$ cat src/rtl/ahb_cmd_pkg.sv
// Shared AHB-Lite encodings, FSM state type and command legality check
// for the command-driven AHB master.
package ahb_cmd_pkg;

   localparam logic [1:0] HTRANS_IDLE   = 2'b00;
   localparam logic [1:0] HTRANS_NONSEQ = 2'b10;

   localparam logic [2:0] HSIZE_BYTE = 3'b000;
   localparam logic [2:0] HSIZE_HALF = 3'b001;
   localparam logic [2:0] HSIZE_WORD = 3'b010;

   localparam logic [2:0] HBURST_SINGLE = 3'b000;
   localparam logic [3:0] HPROT_DEFAULT = 4'b0011;

   typedef enum logic [1:0] {
      ST_IDLE,
      ST_ADDR,
      ST_DATA,
      ST_RESP
   } state_t;

   // Legal size and natural alignment; anything else is answered without a bus transfer.
   function automatic logic cmd_legal(input logic [1:0] size, input logic [1:0] addr_lo);
      logic ok;
      ok = 1'b0;
      case ({1'b0, size})
         HSIZE_BYTE: ok = 1'b1;
         HSIZE_HALF: ok = (addr_lo[0] == 1'b0);
         HSIZE_WORD: ok = (addr_lo == 2'b00);
         default:    ok = 1'b0;
      endcase
      return ok;
   endfunction

endpackage

$ cat src/rtl/ahb_lane_steer.sv
// Byte-lane steering for a 32-bit AHB data bus: write-data replication and
// right-justified, zero-extended read extraction from size and addr[1:0].
module ahb_lane_steer
   import ahb_cmd_pkg::*;
(
   input  logic [1:0]  size,
   input  logic [1:0]  addr_lo,
   input  logic [31:0] wdata,
   input  logic [31:0] bus_rdata,
   output logic [31:0] bus_wdata,
   output logic [31:0] rdata
);

   always_comb begin
      bus_wdata = wdata;
      rdata     = bus_rdata;
      case ({1'b0, size})
         HSIZE_BYTE: begin
            bus_wdata = {4{wdata[7:0]}};
            rdata     = {24'h0, bus_rdata[{addr_lo, 3'b000} +: 8]};
         end
         HSIZE_HALF: begin
            bus_wdata = {2{wdata[15:0]}};
            rdata     = {16'h0, bus_rdata[{addr_lo[1], 4'b0000} +: 16]};
         end
         default: begin
            bus_wdata = wdata;
            rdata     = bus_rdata;
         end
      endcase
   end

endmodule

$ cat src/rtl/ahb_cmd_master.sv
// Single-outstanding AHB-Lite master: one command in, one SINGLE/NONSEQ
// transfer on the bus, one response out, with a sticky data-phase timeout flag.
module ahb_cmd_master
   import ahb_cmd_pkg::*;
#(
   parameter int unsigned AWIDTH  = 10,
   parameter int unsigned TIMEOUT = 255
) (
   input  logic              HCLK,
   input  logic              HRESETN,
   input  logic              CMD_VALID,
   output logic              CMD_READY,
   input  logic              CMD_WRITE,
   input  logic [AWIDTH-1:0] CMD_ADDR,
   input  logic [1:0]        CMD_SIZE,
   input  logic [31:0]       CMD_WDATA,
   output logic              RSP_VALID,
   input  logic              RSP_READY,
   output logic [31:0]       RSP_RDATA,
   output logic              RSP_ERR,
   output logic              TIMEOUT_FLAG,
   output logic              HSEL,
   output logic [AWIDTH-1:0] HADDR,
   output logic              HWRITE,
   output logic [1:0]        HTRANS,
   output logic [2:0]        HSIZE,
   output logic [2:0]        HBURST,
   output logic              HMASTLOCK,
   output logic [3:0]        HPROT,
   output logic [31:0]       HWDATA,
   input  logic              HREADY,
   input  logic [31:0]       HRDATA,
   input  logic              HRESP
);

   localparam logic [15:0] TIMEOUT_CNT = 16'(TIMEOUT);

   state_t              state, state_nxt;
   logic                lat_write;
   logic [AWIDTH-1:0]   lat_addr;
   logic [1:0]          lat_size;
   logic [31:0]         lat_wdata;
   logic [31:0]         rsp_rdata_q;
   logic                rsp_err_q;
   logic                rsp_hold;
   logic [15:0]         wait_cnt;
   logic                timeout_q;
   logic                cmd_ok;
   logic [31:0]         steer_wdata;
   logic [31:0]         steer_rdata;

   ahb_lane_steer u_steer (
      .size      (lat_size),
      .addr_lo   (lat_addr[1:0]),
      .wdata     (lat_wdata),
      .bus_rdata (HRDATA),
      .bus_wdata (steer_wdata),
      .rdata     (steer_rdata)
   );

   always_comb begin
      cmd_ok = cmd_legal(CMD_SIZE, CMD_ADDR[1:0]);
   end

   always_comb begin
      state_nxt    = state;
      CMD_READY    = 1'b0;
      RSP_VALID    = 1'b0;
      HSEL         = 1'b0;
      HTRANS       = HTRANS_IDLE;
      HADDR        = lat_addr;
      HWRITE       = lat_write;
      HSIZE        = {1'b0, lat_size};
      HWDATA       = steer_wdata;
      HBURST       = HBURST_SINGLE;
      HMASTLOCK    = 1'b0;
      HPROT        = HPROT_DEFAULT;
      RSP_RDATA    = rsp_rdata_q;
      RSP_ERR      = rsp_err_q;
      TIMEOUT_FLAG = timeout_q;
      case (state)
         ST_IDLE: begin
            CMD_READY = 1'b1;
            if (CMD_VALID) state_nxt = cmd_ok ? ST_ADDR : ST_RESP;
         end
         ST_ADDR: begin
            HSEL   = 1'b1;
            HTRANS = HTRANS_NONSEQ;
            if (HREADY) state_nxt = ST_DATA;
         end
         ST_DATA: begin
            if (HREADY) state_nxt = ST_RESP;
         end
         ST_RESP: begin
            // A rejected command spends one silent cycle here so its response lands one edge after acceptance.
            RSP_VALID = !rsp_hold;
            if (!rsp_hold && RSP_READY) state_nxt = ST_IDLE;
         end
         default: state_nxt = ST_IDLE;
      endcase
   end

   always_ff @(posedge HCLK) begin
      if (!HRESETN) begin
         state       <= ST_IDLE;
         lat_write   <= 1'b0;
         lat_addr    <= '0;
         lat_size    <= '0;
         lat_wdata   <= '0;
         rsp_rdata_q <= '0;
         rsp_err_q   <= 1'b0;
         rsp_hold    <= 1'b0;
         wait_cnt    <= '0;
         timeout_q   <= 1'b0;
      end else begin
         state    <= state_nxt;
         rsp_hold <= 1'b0;
         if (state == ST_IDLE && CMD_VALID) begin
            lat_write <= CMD_WRITE;
            lat_addr  <= CMD_ADDR;
            lat_size  <= CMD_SIZE;
            lat_wdata <= CMD_WDATA;
            if (!cmd_ok) begin
               rsp_rdata_q <= '0;
               rsp_err_q   <= 1'b1;
               rsp_hold    <= 1'b1;
            end
         end
         if (state == ST_DATA && HREADY) begin
            rsp_err_q   <= HRESP;
            rsp_rdata_q <= lat_write ? '0 : steer_rdata;
         end
         if (state == ST_DATA && !HREADY) begin
            if (wait_cnt < TIMEOUT_CNT) wait_cnt <= wait_cnt + 16'd1;
            if (wait_cnt + 16'd1 >= TIMEOUT_CNT) timeout_q <= 1'b1;
         end else begin
            wait_cnt <= '0;
         end
      end
   end

endmodule

$ cat config.mk
export PLATFORM = sky130hd
export DESIGN_NAME = ahb_cmd_master
export DESIGN_NICKNAME = d
export VERILOG_FILES = /design/src/rtl/ahb_cmd_pkg.sv /design/src/rtl/ahb_lane_steer.sv /design/src/rtl/ahb_cmd_master.sv
export SDC_FILE = /design/constraint.sdc
export NUM_CORES = 1
export LEC_CHECK = 0
export CORE_MARGIN = 2
export CORE_UTILIZATION = 47
export CTS_BUF_LIST = sky130_fd_sc_hd__clkbuf_4 sky130_fd_sc_hd__clkbuf_8
export CTS_CLUSTER_SIZE = 30
export DETAILED_ROUTE_END_ITERATION = 8
export GPL_TIMING_DRIVEN = 0
export MAX_ROUTING_LAYER = met4
export PLACE_DENSITY = 0.87
export SLEW_MARGIN = 20
export SYNTH_ARGS = -nofsm -noshare
export SYNTH_HDL_FRONTEND = slang
export SYNTH_SLANG_ARGS = --single-unit
$ cat constraint.sdc
create_clock -name HCLK -period 2 [get_ports HCLK]
set_input_delay 0.6 -clock HCLK [delete_from_list [all_inputs] [get_ports HCLK]]
set_output_delay 0.6 -clock HCLK [all_outputs]
set_load 0.03 [all_outputs]
==> results of run 1 <==
-- layer usage --
| layer | wire (microns) | part of all wire [%] |
|---|---|---|
| met5 | 0 | 0 |
| met4 | 503 | 3.0 |
| met3 | 1110 | 6.7 |
| met2 | 8390 | 50 |
| met1 | 6650 | 40 |
-- sequential cells by signal, indices dropped and copies added, names as in the netlist --
signal        count
HADDR            10
rsp_hold          1
TIMEOUT_FLAG      1
RSP_RDATA        32
lat_wdata        32
wait_cnt         16
state             2
HWRITE            1
RSP_ERR           1
lat_size          2
-- Yosys cell counts, drive strengths merged (2+ instances only) --
library cell / number / area share (%)
a22oi: 24 / 3.7
conb: 2 / 0.15
and4: 2 / 0.41
buf: 38 / 5.0
nor2b: 27 / 3.5
nor3: 5 / 0.72
a21boi: 46 / 7.1
inv: 8 / 0.61
o2bb2ai: 9 / 1.6
clkbuf: 19 / 1.5
nand3: 8 / 0.82
nand2: 106 / 8.1
a21oi: 5 / 0.51
o31ai: 3 / 0.46
or3: 2 / 0.26
nor2: 16 / 1.4
o21ai: 10 / 1.0
a22o: 16 / 2.9
mux2: 24 / 5.5
xor2: 4 / 0.72
dfxtp: 98 / 40
or2: 2 / 0.26
and2: 19 / 2.4
mux2i: 8 / 1.6
nor4: 6 / 1.6
xnor2: 10 / 1.8
a222oi: 8 / 1.6
ha: 6 / 1.5
and3: 3 / 0.49
nand4: 3 / 0.38
-- logic make-up after synthesis --
logic type,after synthesis,synth area share [%]
adders and majority gates,6,1.53
xor gates and xnor gates,14,2.51
and+or+nand+nor,202,20.8
AOI/OAI and AO/OA,129,20.5
muxes,32,7.16
buffers and inverters,66,7.19
other,2,0.154
DFF,98,40.1
-- worst paths after layout --
kind | start | endpoint | slack [ps]
setup reg to reg | state[1]$_SDFFE_PN0P_ | lat_wdata[20]$_SDFFE_PN0P_ | 80
hold reg to reg | HADDR[7]$_SDFFE_PN0P_ | HADDR[7]$_SDFFE_PN0P_ | 470
hold / removal | HADDR[7]$_SDFFE_PN0P_ | HADDR[7]$_SDFFE_PN0P_ | 470
setup / recovery | lat_size[1]$_SDFFE_PN0P_ | HWDATA[15] | -210
-- cells in the final DEF (no fill, tap or decap), types with 7 or more instances in the layout --
| master | instances |
|---|---|
| clkbuf_1 | 12 |
| clkdlybuf4s50_1 | 82 |
| buf_6 | 37 |
| a22oi_1 | 24 |
| and2_1 | 19 |
| clkbuf_8 | 12 |
| xnor2_1 | 10 |
| buf_2 | 8 |
| nand3_1 | 8 |
| dlygate4sd2_1 | 25 |
| a22o_1 | 16 |
| mux2_2 | 8 |
| inv_1 | 8 |
| nor2_1 | 13 |
| o21ai_2 | 7 |
| a21boi_0 | 45 |
| clkbuf_2 | 11 |
| mux2_4 | 16 |
| conb_1 | 10 |
| a222oi_1 | 8 |
| nor2b_1 | 26 |
| dfxtp_1 | 92 |
| buf_4 | 31 |
| dlymetal6s2s_1 | 29 |
| o2bb2ai_1 | 9 |
| nand2_1 | 104 |
-- cell type report --
| type | count | area, sq um |
|---|---|---|
| Clock buffer | 11 | 151 |
| Clock inverter | 5 | 36.3 |
| Buffer | 56 | 400 |
| Multi-Input combinational cell | 393 | 2790 |
| Inverter | 9 | 33.8 |
| Sequential cell | 98 | 1970 |
| Timing Repair Buffer | 189 | 1950 |
| Tap cell | 136 | 170 |
| Fill cell | 684 | 2730 |
-- where the power goes --
group          leakage [nW]  switching (mW)  internal [mW]
Combinational          2.58            1.74           1.33
Sequential            0.799           0.197           2.17
Clock                0.0963           0.718          0.527
Total                  3.48            2.66           4.03
-- what timing repair did --
| item | CTS | global route |
|---|---|---|
| setup endpoints to repair | 86 | 99 |
| resized for setup | 266 | 63 |
| cloned | 1 | 0 |
| setup buffers | 18 | 5 |
| pin swaps | 5 | 3 |
| hold buffers | 0 | 0 |
-- worst min-delay path: stages (launching register included) --
cell and delay [ps]:
dfxtp_1 320, nand2_1 40, a21boi_0 70
==> impl_metrics.py, run 1 <==
metrics = {
    "critical_path": {
        "cp.required_ps": 1400,
        "max_stage_delay_ps": 360,
        "cp.depth": 5,
        "crit_family": "buffers and inverters",
        "crit_chain": "buf_6, nor2_4, buf_6, mux2_4, buf_6",
        "path_class": "flip-flop to primary output",
        "cp-start-kind": "flip-flop",
        "worst-path-max-fanout": 5,
        "worst_ep_arrival_time_ps": 1610,
        "cp_num_buf_inv": 3,
        "end_kind": "primary output",
        "crit_path_frequent_cell": "buf_6",
        "r2r_cells": 7,
        "crit_slowest_cell": "dfxtp_4",
    },
    "global_route": {
        "top_usage_layer": "met2",
        "grt_overflow": 0,
        "grtUsageMet1_pct": 34.2,
        "grt_util_met3_pct": 5.40,
        "first_global_vias": 4887,
        "grt_pass1_wl_mm": 25.1,
        "grtUsageTotal_pct": 29.1,
        "grt_antenna_before_repair": 0,
        "grt_start_max_net_pins": 17,
        "grtUsageMet2_pct": 49.8,
    },
    "synth": {
        "synth-edff-count": 0,
        "ys_ff_latch": 98,
        "synthCells": 549,
        "yosysWarningCount": 0,
        "synth_ff_type": "dfxtp_1",
        "ys_types": 53,
        "syn_area_sq_um": 4890,
        "seq_area_frac_synth_pct": 40.1,
        "synthArstFlopShare_pct": 0,
        "syn_area_per_cell_sq_um": 8.91,
    },
    "sta": {
        "setup_viol": 24,
        "rsz0062_at_grt": "true",
        "hold_viol": 0,
        "hold-worst-slack_ps": 466,
        "slew_headroom_pct": 60.5,
        "period_minus_slack_ps": 2210,
        "skew_ps": 17.0,
        "fmax_ghz": 0.452,
        "drv_slew": 0,
        "period_share_pct": 111,
        "worstMarginPinSlew_ps": 592,
        "fin_setup_tns_ps": -3770,
        "fin_ws_ps": -211,
    },
    "cts": {
        "cts_made_buffers": 9,
        "cts_tree": "yes",
        "clk_path_buf_depth": 2,
        "cts.sinks": 98,
        "root_buffer": "clkbuf_8",
        "clk_pin_slew_ps": 90,
        "htree_levels": 3,
        "clock_latency_ps": 360,
    },
    "floorplanning": {
        "io_pins": 176,
        "die_h_microns": 106,
        "die-width_microns": 106,
        "core_area_sq_um": 10200,
        "num_rows": 37,
        "start_util_pct": 47.8,
        "dieArea_sq_um": 11200,
    },
    "placement": {
        "io_buffer_count": 165,
        "dp_slack_ps": -706,
        "dp_hpwl_mm": 11.3,
        "place_area_sq_um": 6780,
        "dp_cells": 858,
        "place_congestion": 0.903,
    },
    "layout": {
        "area_delta_synth_final_pct": 53.4,
        "post-route-util_pct": 73.4,
        "antenna_cells": 0,
        "nets": 845,
        "fin_cells": 897,
        "drive_gt1_share_pct": 23.1,
        "fin_area_sq_um": 7500,
    },
    "drt": {
        "dr.pass1.iters": 8,
        "wl_mm": 16.7,
        "via_per_inst": 5.57,
        "first_iter_violations": 367,
        "routed-via-count": 4992,
        "antenna_left": 0,
        "drc_errors": 0,
        "avgRoutedWirePerCell_microns": 18.6,
    },
    "power": {
        "ir_drop_mv": 0.625,
        "power_mw": 6.68,
        "leakagePower_nw": 3.48,
        "powerDensity_nw_per_um2": 891,
    },
    "worst_hold_path": {
        "hold_path_class": "flip-flop to flip-flop",
        "holdPathStages": 2,
    },
    "outcome": {
        "violations": "negative setup slack",
        "outcome": "complete, but fails checks",
    },
    "job": {
        "drv_cap": 0,
    },
}
No activity file was read; power rests on OpenSTA's default activity.
==> run 2, diff against run 1 <==
Settings changed: CORE_UTILIZATION 47 to 50, PLACE_DENSITY 0.87 to 0.91, SLEW_MARGIN 20 to default.
Clock period 2 ns to 2.85 ns, I/O delays scaled along.
==> impl_metrics.py, run 2 (synthesized netlist as in run 1, its figures left out) <==
metrics = {
    "cts": {
        "clk_pin_slew_ps": 90,
        "root_buffer": "clkbuf_8",
        "cts_tree": "yes",
        "cts.sinks": 98,
        "clk_path_buf_depth": 2,
        "cts_made_buffers": 9,
        "clock_latency_ps": 360,
        "htree_levels": 3,
    },
    "sta": {
        "setup_viol": 0,
        "fin_setup_tns_ps": 0,
        "period_share_pct": 96.4,
        "worstMarginPinSlew_ps": 595,
        "skew_ps": 11.2,
        "hold_viol": 0,
        "fmax_ghz": 0.364,
        "drv_slew": 0,
        "hold-worst-slack_ps": 466,
        "fin_ws_ps": 103,
        "slew_headroom_pct": 60.4,
        "period_minus_slack_ps": 2750,
        "rsz0062_at_grt": "false",
    },
    "layout": {
        "fin_cells": 868,
        "antenna_cells": 0,
        "area.sequential_sq_um": 1960,
        "nets": 821,
        "final_cell_mix": "clkdlybuf4s50_1 (141), nand2_1 (106), dfxtp_1 (97), a21boi_0 (45), nor2b_1 (27)",
        "final_common_cell": "clkdlybuf4s50_1",
        "multiInputGateArea_sq_um": 2610,
        "drive_gt1_share_pct": 13.3,
        "n_fill_cell": 729,
        "area_delta_synth_final_pct": 41.7,
    },
    "drt": {
        "dr.pass1.iters": 5,
        "first_iter_violations": 266,
        "avgRoutedWirePerCell_microns": 16.9,
        "routed-via-count": 4688,
        "wl_mm": 14.7,
        "antenna_left": 0,
        "drc_errors": 0,
        "via_per_inst": 5.40,
    },
    "critical_path": {
        "cp_num_buf_inv": 3,
        "worst_ep_arrival_time_ps": 1890,
        "path_class": "flip-flop to primary output",
        "max_stage_delay_ps": 340,
        "cp.required_ps": 2000,
        "reg2reg_from": "HADDR[1]$_SDFFE_PN0P_",
        "crit_chain": "buf_2, buf_4, mux2i_1, o21ai_0, clkdlybuf4s15_2",
        "cp-start-kind": "flip-flop",
        "end_kind": "primary output",
        "r2r_cells": 5,
        "crit_family": "buffers and inverters",
        "worst-path-max-fanout": 10,
        "reg2reg_to": "RSP_RDATA[1]$_SDFFE_PN0P_",
        "reg2reg_slack_ps": 640,
        "crit_slowest_cell": "dfxtp_1",
    },
    "global_route": {
        "grt_pass1_wl_mm": 22.5,
        "grt_overflow": 0,
        "grt_antenna_before_repair": 0,
        "grt_start_max_net_pins": 15,
        "first_global_vias": 4613,
        "grtUsageTotal_pct": 28.1,
    },
    "placement": {
        "dp_slack_ps": -179,
        "dp_hpwl_mm": 11.4,
        "io_buffer_count": 165,
        "dp_cells": 855,
        "place_congestion": 0.940,
    },
    "power": {
        "powerDensity_nw_per_um2": 635,
        "ir_drop_mv": 0.468,
        "leakagePower_nw": 2.59,
        "power_mw": 4.41,
    },
    "floorplanning": {
        "die_h_microns": 103,
        "core_area_sq_um": 9640,
        "io_pins": 176,
        "start_util_pct": 50.8,
        "num_rows": 36,
        "dieArea_sq_um": 10600,
        "die-width_microns": 103,
    },
    "worst_hold_path": {
        "holdPathStages": 2,
        "holdPathEnd": "HADDR[3]$_SDFFE_PN0P_",
        "hold_path_class": "flip-flop to flip-flop",
        "hold_path_startpoint": "HADDR[3]$_SDFFE_PN0P_",
    },
    "outcome": {
        "outcome": "finished clean",
    },
    "job": {
        "drv_cap": 0,
    },
}
run 2: cell types whose count changed in the layout (fill, tap and decap cells not counted), moves of 7 or more:
cell             delta
mux2i_1             +7
o21ai_0             +8
clkbuf_2            -7
clkdlybuf4s50_1    +59
mux2_2             +16
buf_4               -8
mux2_4             -16
dlymetal6s2s_1     -29
dlygate4sd2_1      -12
o21ai_2             -7
clkdlybuf4s15_2     +8
buf_6              -35
run 2: worst max path at each step:
| stage | slack [ps] | startpoint | to | cells past startpoint |
|---|---|---|---|---|
| CTS | -3 | lat_size[1]$_SDFFE_PN0P_ | HWDATA[21] | 5 |
| floorplan | 200 | lat_size[0]$_SDFFE_PN0P_ | HWDATA[24] | 4 |
| global placement | -160 | lat_size[1]$_SDFFE_PN0P_ | HWDATA[28] | 6 |
| global route | 10 | lat_size[0]$_SDFFE_PN0P_ | HWDATA[25] | 5 |
| detailed placement | -180 | lat_size[1]$_SDFFE_PN0P_ | HWDATA[27] | 6 |
| finish | 100 | lat_size[0]$_SDFFE_PN0P_ | HWDATA[25] | 5 |
run 2: worst register-to-register path: cells and delay by family (launching register included):
family                 cells  cell delay (ps)
AO/OA/AOI/OAI              2              680
flip-flops                 1              410
AND/OR/NAND/NOR            1              180
buffers and inverters      1              430
multiplexers               1              420
run 2: routing by layer:
metal | up-vias | routed length [microns] | track usage [%]
met5 | - | 0 | -
met4 | 0 | 532 | 12.0
met3 | 46 | 947 | 5.83
met2 | 202 | 7040 | 45.2
met1 | 2189 | 6130 | 34.2
li1 | 2251 | - | -
run 2: timing repair:
action	CTS	global route
setup endpoints to repair	24	4
hold endpoints to repair	0	0
cloned	0	0
setup buffers	0	0
hold buffers	0	0
gates resized for setup	55	5
run 2: final cells by class:
class,instances,area share (%)
repair buffers,165,23.5
clock buffers,11,2.09
plain buffers,56,4.64
flip-flops and latches,98,28.3
multi-input cells,393,37.6
inverters,9,0.487
well taps,133,2.40
clock inverters,3,0.938
run 2: metrics by stage:
| stage | utilization, % | cell area [sq um] |
|---|---|---|
| floorplan | - | 4920 |
| global placement | 69.9 | 6740 |
| detailed placement | 69.9 | 6740 |
| CTS | 72.2 | 6960 |
| global route | 71.9 | 6930 |
| finish | 71.9 | 6930 |
run 2: power by group:
part | switching, mW | leakage, nW | total (mW) | internal (mW)
clock | 0.445 | 0.109 | 0.963 | 0.518
combinational | 1.08 | 1.68 | 1.81 | 0.723
sequential | 0.120 | 0.797 | 1.64 | 1.52
==> run 3, diff against run 2 <==
Settings changed: CTS_CLUSTER_DIAMETER from default to 40, PLACE_DENSITY 0.91 to 0.88.
==> impl_metrics.py, run 3 (synthesized netlist as in run 1, its figures left out) <==
metrics = {
    "sta": {
        "drv_slew": 0,
        "worstMarginPinSlew_ps": 597,
        "slew_headroom_pct": 60.1,
        "setup_viol": 0,
        "rsz0062_at_grt": "false",
        "fmax_ghz": 0.364,
        "period_minus_slack_ps": 2750,
        "skew_ps": 12.7,
        "fin_ws_ps": 101,
        "hold_viol": 0,
        "period_share_pct": 96.5,
    },
    "critical_path": {
        "max_stage_delay_ps": 340,
        "r2r_cells": 5,
        "startpoint": "lat_size[0]$_SDFFE_PN0P_",
        "worst-path-max-fanout": 10,
        "end_kind": "primary output",
        "endpoint": "HWDATA[24]",
        "reg2reg_from": "HADDR[1]$_SDFFE_PN0P_",
        "path_class": "flip-flop to primary output",
        "crit_slowest_cell": "dfxtp_1",
        "reg2reg_to": "RSP_RDATA[2]$_SDFFE_PN0P_",
        "crit_chain": "buf_2, buf_4, mux2i_1, o21ai_0, clkdlybuf4s15_2",
        "worst_ep_arrival_time_ps": 1890,
        "reg2reg_slack_ps": 760,
        "cp.required_ps": 2000,
        "cp-start-kind": "flip-flop",
    },
    "placement": {
        "io_buffer_count": 165,
        "dp_hpwl_mm": 11.2,
        "dp_cells": 855,
        "dp_slack_ps": -165,
        "place_congestion": 0.952,
    },
    "global_route": {
        "grt_antenna_before_repair": 0,
        "grt_start_max_net_pins": 17,
        "first_global_vias": 4339,
        "grt_overflow": 0,
        "grt_pass1_wl_mm": 21.8,
        "grtUsageTotal_pct": 27.6,
    },
    "power": {
        "powerDensity_nw_per_um2": 617,
        "switching_share_pct": 39.4,
        "leakagePower_nw": 2.57,
        "power_mw": 4.26,
        "p_comb_share_pct": 42.0,
        "ir_drop_mv": 0.554,
        "p_clk_share_pct": 19.6,
        "power.switching_mw": 1.68,
        "power_frac_seq_pct": 38.3,
        "p_int_mw": 2.58,
    },
    "cts": {
        "clk_pin_slew_ps": 90,
        "cts_tree": "yes",
        "cts_made_buffers": 9,
        "root_buffer": "clkbuf_8",
        "htree_levels": 3,
        "post_cts_buffers": 0,
        "clk_path_buf_depth": 2,
        "cts.sinks": 98,
        "clock_latency_ps": 360,
        "postCtsHoldBufs": 0,
    },
    "layout": {
        "final_cell_mix": "clkdlybuf4s50_1 (141), nand2_1 (106), dfxtp_1 (97), a21boi_0 (45), nor2b_1 (27)",
        "fin_cells": 871,
        "nets": 822,
        "area_delta_synth_final_pct": 41.2,
        "final_common_cell": "clkdlybuf4s50_1",
        "drive_gt1_share_pct": 13.7,
        "antenna_cells": 0,
        "n_fill_cell": 765,
    },
    "drt": {
        "via_per_inst": 5.35,
        "wl_mm": 14.4,
        "dr.pass1.iters": 6,
        "routed-via-count": 4659,
        "antenna_left": 0,
        "avgRoutedWirePerCell_microns": 16.5,
        "drc_errors": 0,
        "first_iter_violations": 258,
    },
    "floorplanning": {
        "die_h_microns": 103,
        "core_area_sq_um": 9640,
        "die-width_microns": 103,
        "start_util_pct": 50.8,
        "num_rows": 36,
        "io_pins": 176,
        "dieArea_sq_um": 10600,
    },
    "worst_hold_path": {
        "hold_path_class": "flip-flop to flip-flop",
    },
    "job": {
        "drv_cap": 0,
    },
    "outcome": {
        "outcome": "finished clean",
    },
}
-- run 3: area by class of cell --
cell class | count | area (sq um) | share of cell area (%)
Multi-Input combinational cell | 393 | 2610 | 37.8
Timing Repair Buffer | 165 | 1620 | 23.5
Sequential cell | 98 | 1960 | 28.4
Clock inverter | 5 | 40.0 | 0.580
Buffer | 57 | 333 | 4.82
Inverter | 9 | 33.8 | 0.489
Clock buffer | 11 | 139 | 2.01
Tap cell | 133 | 166 | 2.41
-- run 3: worst min-delay path by stage --
| stage | slack [ps] | cells past startpoint | to | start |
|---|---|---|---|---|
| 3_3_place_gp | 440 | 2 | RSP_ERR$_SDFFE_PN0P_ | RSP_ERR$_SDFFE_PN0P_ |
| 4_1_cts | 470 | 2 | HADDR[2]$_SDFFE_PN0P_ | HADDR[2]$_SDFFE_PN0P_ |
| 5_1_grt | 490 | 2 | RSP_ERR$_SDFFE_PN0P_ | RSP_ERR$_SDFFE_PN0P_ |
| 3_5_place_dp | 450 | 2 | RSP_ERR$_SDFFE_PN0P_ | RSP_ERR$_SDFFE_PN0P_ |
| 2_1_floorplan | 440 | 2 | lat_wdata[16]$_SDFFE_PN0P_ | lat_wdata[16]$_SDFFE_PN0P_ |
| 6_report | 460 | 2 | RSP_ERR$_SDFFE_PN0P_ | RSP_ERR$_SDFFE_PN0P_ |
-- run 3: stage by stage --
stage	cell area [sq um]	TNS (ps)	utilization (%)	hold slack, ps
2_1_floorplan	4920	0	-	440
3_3_place_gp	6740	-1100	69.9	438
3_5_place_dp	6740	-1520	69.9	453
4_1_cts	6920	0	71.8	469
5_1_grt	6910	0	71.7	485
6_report	6910	0	71.7	460
-- run 3: worst max-delay path: cells and delay by family (launching register included) --
kind	cells	cell delay, ps
AOI/OAI and AO/OA	1	130
muxes	1	280
DFF	1	340
buffers and inverters	3	790
-- run 3: metal layers --
| metal | share of wire (%) | track usage [%] | up-vias | wire length (microns) |
|---|---|---|---|---|
| li1 | - | - | 2259 | - |
| met1 | 42 | 34.0 | 2196 | 6100 |
| met2 | 49 | 45.2 | 169 | 7010 |
| met3 | 5.7 | 3.39 | 35 | 824 |
| met4 | 3.0 | 12.6 | 0 | 435 |
| met5 | 0 | - | - | 0 |
-- run 3: power groups by stage --
stage | Combinational [mW] | Sequential (mW) | Clock [mW]
final | 1.79 | 1.64 | 0.837
after global routing | 1.93 | 1.65 | 0.896
after CTS | 1.79 | 1.63 | 0.845
after detailed placement | 1.82 | 1.66 | 0
after global placement | 1.78 | 1.65 | 0
after floorplan | 1.04 | 1.73 | 0
-- run 3: timing repair --
| action | 4_1_cts | 5_1_grt |
|---|---|---|
| setup endpoints to repair | 24 | 4 |
| pin swaps | 0 | 0 |
| resized for setup | 52 | 9 |
